===== src/rtl/alu_pkg.sv =====
// Shared definitions for the ALU writeback path: op codes, op classes and sequencer states.
package alu_pkg;

    localparam logic [3:0] OP_ADD  = 4'b0000;
    localparam logic [3:0] OP_SUB  = 4'b0001;
    localparam logic [3:0] OP_MUL  = 4'b0100;
    localparam logic [3:0] OP_DIV  = 4'b0101;
    localparam logic [3:0] OP_MOVE = 4'b0111;
    localparam logic [3:0] OP_SWAP = 4'b1000;
    localparam logic [3:0] OP_AND  = 4'b1001;
    localparam logic [3:0] OP_OR   = 4'b1011;

    localparam logic [3:0] REM_REG_ADDR = 4'hF;

    typedef enum logic [1:0] {
        StIdle,
        StWrLo,
        StWrHi,
        StHalt
    } wb_state_e;

    typedef enum logic [1:0] {
        ClsArith,
        ClsDual,
        ClsSingle,
        ClsIllegal
    } op_class_e;

endpackage


===== src/rtl/alu_op_class.sv =====
// Combinational decode of an ALU op code into its writeback class.
module alu_op_class
    import alu_pkg::*;
(
    input  logic [3:0] alu_op,
    output op_class_e  op_class
);

    always_comb begin
        op_class = ClsIllegal;
        case (alu_op)
            OP_ADD, OP_SUB, OP_MUL:  op_class = ClsArith;
            OP_DIV, OP_SWAP:         op_class = ClsDual;
            OP_MOVE, OP_AND, OP_OR:  op_class = ClsSingle;
            default:                 op_class = ClsIllegal;
        endcase
    end

endmodule


===== src/rtl/alu_writeback_seq.sv =====
// Captures ALU results and sequences one or two register-file writes per op;
// arithmetic overflow halts the stage with a sticky exception until reset.
module alu_writeback_seq
    import alu_pkg::*;
#(
    parameter int unsigned    DW      = 16,
    parameter int unsigned    AW      = 4,
    parameter logic [AW-1:0]  REM_REG = AW'(alu_pkg::REM_REG_ADDR)
) (
    input  logic          clk,
    input  logic          rst,
    input  logic          in_valid,
    output logic          in_ready,
    input  logic [3:0]    alu_op,
    input  logic [DW-1:0] lower,
    input  logic [DW-1:0] upper,
    input  logic          overflow,
    input  logic [AW-1:0] dest1,
    input  logic [AW-1:0] dest2,
    output logic          rf_we,
    output logic [AW-1:0] rf_waddr,
    output logic [DW-1:0] rf_wdata,
    output logic          exc,
    output logic [3:0]    exc_op,
    output logic          illegal
);

    wb_state_e     r_state, w_state_d, w_accept_state;
    op_class_e     w_in_class, r_class;
    logic [3:0]    r_op;
    logic [DW-1:0] r_lower, r_upper;
    logic [AW-1:0] r_dest1, r_dest2;
    logic          r_exc, r_illegal;
    logic [3:0]    r_exc_op;
    logic          w_accept, w_ovf_hit;

    alu_op_class u_op_class (
        .alu_op   (alu_op),
        .op_class (w_in_class)
    );

    assign w_accept  = in_valid & in_ready;
    assign w_ovf_hit = w_accept & (w_in_class == ClsArith) & overflow;

    always_comb begin
        w_accept_state = StWrLo;
        if (w_in_class == ClsArith && overflow) begin
            w_accept_state = StHalt;
        end else if (w_in_class == ClsIllegal) begin
            w_accept_state = StIdle;
        end
    end

    always_comb begin
        w_state_d = r_state;
        unique case (r_state)
            StIdle, StWrHi: w_state_d = w_accept ? w_accept_state : StIdle;
            // A dual op always moves on to its second write; in_ready is low here.
            StWrLo: begin
                if (r_class == ClsDual) begin
                    w_state_d = StWrHi;
                end else begin
                    w_state_d = w_accept ? w_accept_state : StIdle;
                end
            end
            StHalt: w_state_d = StHalt;
            default: w_state_d = StIdle;
        endcase
    end

    always_comb begin
        in_ready = 1'b0;
        rf_we    = 1'b0;
        rf_waddr = '0;
        rf_wdata = '0;
        unique case (r_state)
            StIdle: in_ready = 1'b1;
            StWrLo: begin
                in_ready = (r_class != ClsDual);
                rf_we    = 1'b1;
                rf_waddr = r_dest1;
                rf_wdata = r_lower;
            end
            StWrHi: begin
                in_ready = 1'b1;
                rf_we    = 1'b1;
                rf_waddr = (r_op == OP_DIV) ? REM_REG : r_dest2;
                rf_wdata = r_upper;
            end
            StHalt: in_ready = 1'b0;
            default: in_ready = 1'b0;
        endcase
    end

    always_ff @(posedge clk) begin
        if (rst) begin
            r_state   <= StIdle;
            r_class   <= ClsIllegal;
            r_op      <= '0;
            r_lower   <= '0;
            r_upper   <= '0;
            r_dest1   <= '0;
            r_dest2   <= '0;
            r_exc     <= 1'b0;
            r_exc_op  <= '0;
            r_illegal <= 1'b0;
        end else begin
            r_state   <= w_state_d;
            r_illegal <= w_accept & (w_in_class == ClsIllegal);
            if (w_ovf_hit) begin
                r_exc    <= 1'b1;
                r_exc_op <= alu_op;
            end
            if (w_accept) begin
                r_class <= w_in_class;
                r_op    <= alu_op;
                r_lower <= lower;
                r_upper <= upper;
                r_dest1 <= dest1;
                r_dest2 <= dest2;
            end
        end
    end

    assign exc     = r_exc;
    assign exc_op  = r_exc_op;
    assign illegal = r_illegal;

endmodule


===== config.mk =====
export PLATFORM = sky130hd
export DESIGN_NAME = alu_writeback_seq
export DESIGN_NICKNAME = d
export VERILOG_FILES = /design/src/rtl/alu_pkg.sv /design/src/rtl/alu_op_class.sv /design/src/rtl/alu_writeback_seq.sv
export SDC_FILE = /design/constraint.sdc
export NUM_CORES = 1
export LEC_CHECK = 0
export BUFFER_PORTS_ARGS = -buffer_cell sky130_fd_sc_hd__clkbuf_2
export CORE_UTILIZATION = 45
export CTS_CLUSTER_SIZE = 28
export DETAILED_ROUTE_END_ITERATION = 12
export PLACE_DENSITY = 0.72
export SETUP_SLACK_MARGIN = 0.05
export SLEW_MARGIN = 20
export SYNTH_ARGS = -nofsm -noshare
export SYNTH_HDL_FRONTEND = slang
export SYNTH_SLANG_ARGS = --single-unit

===== constraint.sdc =====
create_clock -name clk -period 1.9 [get_ports clk]
set_input_delay 0.38 -clock clk [delete_from_list [all_inputs] [get_ports clk]]
set_output_delay 0.38 -clock clk [all_outputs]
set_load 0.05 [all_outputs]

==> impl.org <==
** Run status
- The flow ran to the end, but the final reports show violations.
- Violations in the final reports :: setup timing

** Floorplanning
- Measured along the y axis, the die boundary spans 75.1 um.
- I/O pin cnt :: 76
- The initialized floorplan defines 26 standard-cell rows.
- Effective utilization at floorplan :: 46.8%
- The die is 75.1 um wide.
- Die Outline Area :: 5640 um^2
- Total core area :: 5140 um^2

** Synthesis
- The synthesized netlist occupies a cell area of 2410 um^2.
- The biggest area contributor in the post-synthesis netlist is dfxtp_1.
- Synthesis produced a netlist with a net count of 354.
- Most frequently used flop master after synthesis :: dfxtp_1
- For this run, the number of Yosys warnings is 0.
- Number of cells produced by synthesis :: 301
- Of the post-synthesis cell area, the dominant cell type holds 44.9%.
- Of the synthesized area, sequential elements account for 44.9%.
- After synthesis the netlist holds a flip-flop and latch count of 54.
- A synthesized cell averages 7.99 um^2.
- Counting distinct cell types in the post-synthesis netlist gives 31.
- Most used standard cells in the synthesized netlist :: nand2_1, dfxtp_1, a21oi_1, nor2b_1, a22oi_1
- Share of flip-flops with an asynchronous set or reset :: 0%
- The most common cell in the synthesized netlist is nand2_1.
- In this run, synthesis inferred 0 flip-flops with an integrated enable.
- Ranked by total cell area, the synthesized netlist is headed by dfxtp_1, nand2_1, a21oi_1, a22oi_1, nor2b_1.

** Run
- Max-cap violations in this run came to 0.

** Setup path
- At the worst endpoint, the required time is 1.52 ns.
- The worst register-to-register path ends at r_op[2]$_SDFFE_PP0N_.
- In this run the worst path has a maximum fanout of 4.
- For the worst setup path, the data arrival time is 1.58 ns.
- In this design, the largest share of critical-path delay is due to flip-flops.
- Worst setup slack for register-to-register paths :: 0.03 ns
- Combined buffer and inverter count along the critical path :: 2
- In this run the critical register-to-register path is launched from r_state[1]$_SDFF_PP0_.
- Path depth of the worst reg2reg path :: 10
- Critical-path top delay cell :: dfxtp_1
- STA classifies the critical path endpoint as a primary output.
- STA classifies the critical path startpoint as a flip-flop.
- The signal on the critical path passes through nor4bb_2 > buf_4 > o21ai_2 > a21boi_4 > buf_8.
- The setup path with the least slack is of type reg2out.
- In this design, the stage delay of the slowest critical-path cell is 0.40 ns.

** STA
- Hold is met by 0.283 ns.
- Setup repair after global routing could not meet its margin everywhere.
- Setup slack on the critical path of the routed design comes to -0.0581 ns.
- Counting I/O delays and the setup requirement, the final critical path takes 1.96 ns.
- Setup violations remaining at the end of the flow were counted as 11.
- Timing-limited maximum frequency :: 0.511 GHz
- Slew at the pin closest to its max-slew limit :: 0.706 ns
- Worst setup skew after layout :: 0.00330 ns
- Worst slew slack as a fraction of its limit :: 52.9%
- The count of endpoints failing hold in the final timing report was 0.
- In the finished design, the share of the clock period the worst path needs comes to 103%.
- The number of slew-limit violations in the final report came to 0.

** Power
- Overall power consumption after layout is estimated at 2.57 mW.
- Part of the power in registers :: 49.1%
- In this run the power spent charging and discharging nets is 0.708 mW.
- Cell internal power was estimated by the tool at 1.86 mW.
- Areal power density over the cells :: 667 nW/um^2
- Net switching is 27.6% of the power.
- Combinational cells account for 21.2% of the total power.
- The clock network accounts for 29.7% of the total power.
- Maximum vdd drop :: 559 uV
- In this run the static leakage power is 1.49 nW.

** Route
- Using the TritonRoute via totals, the vias-per-cell ratio works out to 5.26.
- In the final routed layout, each cell accounts on average for 15.0 um.
- In the routed design, unresolved DRC markers number 0.
- The detailed router finished its first iteration with 106 violations.
- Router iterations before antenna repair :: 4
- The detail route stage leaves a number of antenna-violating nets equal to 0.
- Total number of vias :: 2419
- The routed design has 6910 um of wire.

** Final layout
- Cells with a size suffix above 1 make up 47.4% of the layout.
- At the end of the flow, the number of nets in the layout was 442.
- From synthesis to final layout, the design area changed by 59.9%.
- The filler cells instantiated in the layout total 388.
- In the final layout, flip-flops and latches occupy 1090 um^2.
- Number of antenna repair diodes :: 0
- In the final layout, the multi-input gates occupy 1600 um^2.

** Worst hold path
- Min-Delay Endpoint :: r_lower[7]$_SDFFE_PP0N_
- The startpoint identified for the worst hold timing path is lower[7].
- The worst hold path was traced through 3 stages.
- Class of the most critical hold timing path :: in2reg

** Clocking
- Clock transition at the register clock pins on the worst setup and hold paths after CTS :: 0.09 ns
- TritonCTS built the clock tree.
- The root buffer cell chosen for the clock tree is clkbuf_8.
- The longest clock path from root to sink contains 2 buffers.
- Counting every sink on the clock net gives 54.
- At the later pin of the worst-skew pair, clock insertion delay measures 0.30 ns.
- H-tree level count :: 2
- Clock tree synthesis inserted a total of 5 buffers.

** Global route
- Overflow left after global routing :: 0
- Number of antenna violations at the first check in global routing :: 0
- The first global-routing pass estimated 10200 um of wire.
- Pin count of the biggest net entering global routing :: 37
- Global router's overall resource usage :: 23.9%
- The number of global-route vias before repair came to 2202.

** Placement
- Summed over all nets, the half-perimeter wirelength after detailed placement is 3980 um.
- Routability-driven placement finished with a final weighted congestion of 0.744.
- Count of buffers inserted at the top-level ports :: 75
cells by family (layout without fill, tap and decap cells):
logic type / Yosys count / in the layout / synth area share (%)
AND/OR/NAND/NOR: 130 / 130 / 24.0
buffers and inverters: 26 / 115 / 4.94
adder cells (fa/ha/maj): 5 / 5 / 2.60
multiplexers: 5 / 5 / 2.13
AO/OA/AOI/OAI: 81 / 81 / 21.4
flip-flops: 54 / 54 / 44.9
state kept, by name (all words and copies together) (netlist names):
signal / flops
r_lower: 16
r_class: 2
r_op: 4
r_dest1: 4
r_state: 2
r_dest2: 4
exc_op: 4
illegal: 1
exc: 1
r_upper: 16
layout make-up:
type,instances,area share (%)
clock buffer,6,1.89
clock inverter,2,0.976
inverter,4,0.520
multi-input combinational,221,41.7
sequential,54,28.4
tap,70,2.28
timing repair buffer,103,24.3
placed cells by master, fill, tap and decap left out, drive strengths merged, types with 3 or more instances in the layout:
| master | count |
|---|---|
| ha | 5 |
| a21oi | 46 |
| buf | 48 |
| nor2b | 18 |
| nand2 | 94 |
| o21ai | 4 |
| clkbuf | 61 |
| dfxtp | 54 |
| mux2i | 4 |
| inv | 4 |
| a22oi | 17 |
| nand2b | 10 |
| a21boi | 4 |
| nor2 | 3 |
how the worst max path moves through the flow:
stage,start,to,slack [ns],cells after the start
2_1_floorplan,r_state[1]$_SDFF_PP0_,rf_wdata[9],-0.07,5
3_3_place_gp,r_state[1]$_SDFF_PP0_,rf_wdata[7],0.10,6
3_5_place_dp,r_state[1]$_SDFF_PP0_,r_upper[5]$_SDFFE_PP0N_,0.05,8
4_1_cts,r_state[0]$_SDFF_PP0_,rf_waddr[2],-0.02,5
5_1_grt,r_op[2]$_SDFFE_PP0N_,rf_waddr[0],-0.20,5
6_report,r_op[2]$_SDFFE_PP0N_,rf_waddr[0],-0.06,5
power by group through the flow:
stage          Sequential, mW  Clock [mW]  Combinational (mW)
2_1_floorplan            1.27           0               0.277
3_3_place_gp             1.27           0               0.414
3_5_place_dp             1.27           0               0.420
4_1_cts                  1.25       0.779               0.469
5_1_grt                  1.27       0.819               0.590
6_report                 1.26       0.762               0.544
worst min-delay path: cells and delay by family:
kind / cells / cell delay (ns)
simple gates: 1 / 0.04
buf+inv: 1 / 0.08
compound gates: 1 / 0.05
metal layers:
| metal | up-vias | GRT usage, % | share of wire (%) |
|---|---|---|---|
| li1 | 1183 | - | - |
| met5 | - | 0 | 0 |
| met3 | 13 | 4.55 | 4.7 |
| met4 | 0 | 7.13 | 1.7 |
| met2 | 83 | 41.4 | 52 |
| met1 | 1140 | 30.1 | 42 |
through the flow:
stage / instance area, um^2 / worst slack [ns] / cells / TNS, ns / util [%]
global route: 3850 / -0.197 / 460 / -1.67 / 74.9
floorplan: 2580 / -0.0670 / 301 / -0.125 / -
CTS: 3590 / -0.0185 / 455 / -0.0568 / 69.9
finish: 3850 / -0.0581 / 460 / -0.263 / 74.9
global placement: 3070 / 0.104 / 439 / 0 / 59.8
detailed placement: 3070 / 0.0540 / 439 / 0 / 59.8
timing repair:
item	in CTS	in global routing
hold endpoints to repair	0	0
hold buffers	0	0
setup endpoints to repair	27	65
pin swaps	12	28
resized for setup	87	65
buffers inserted	8	2
cloned	0	3
(Power assumes the default switching activity.)
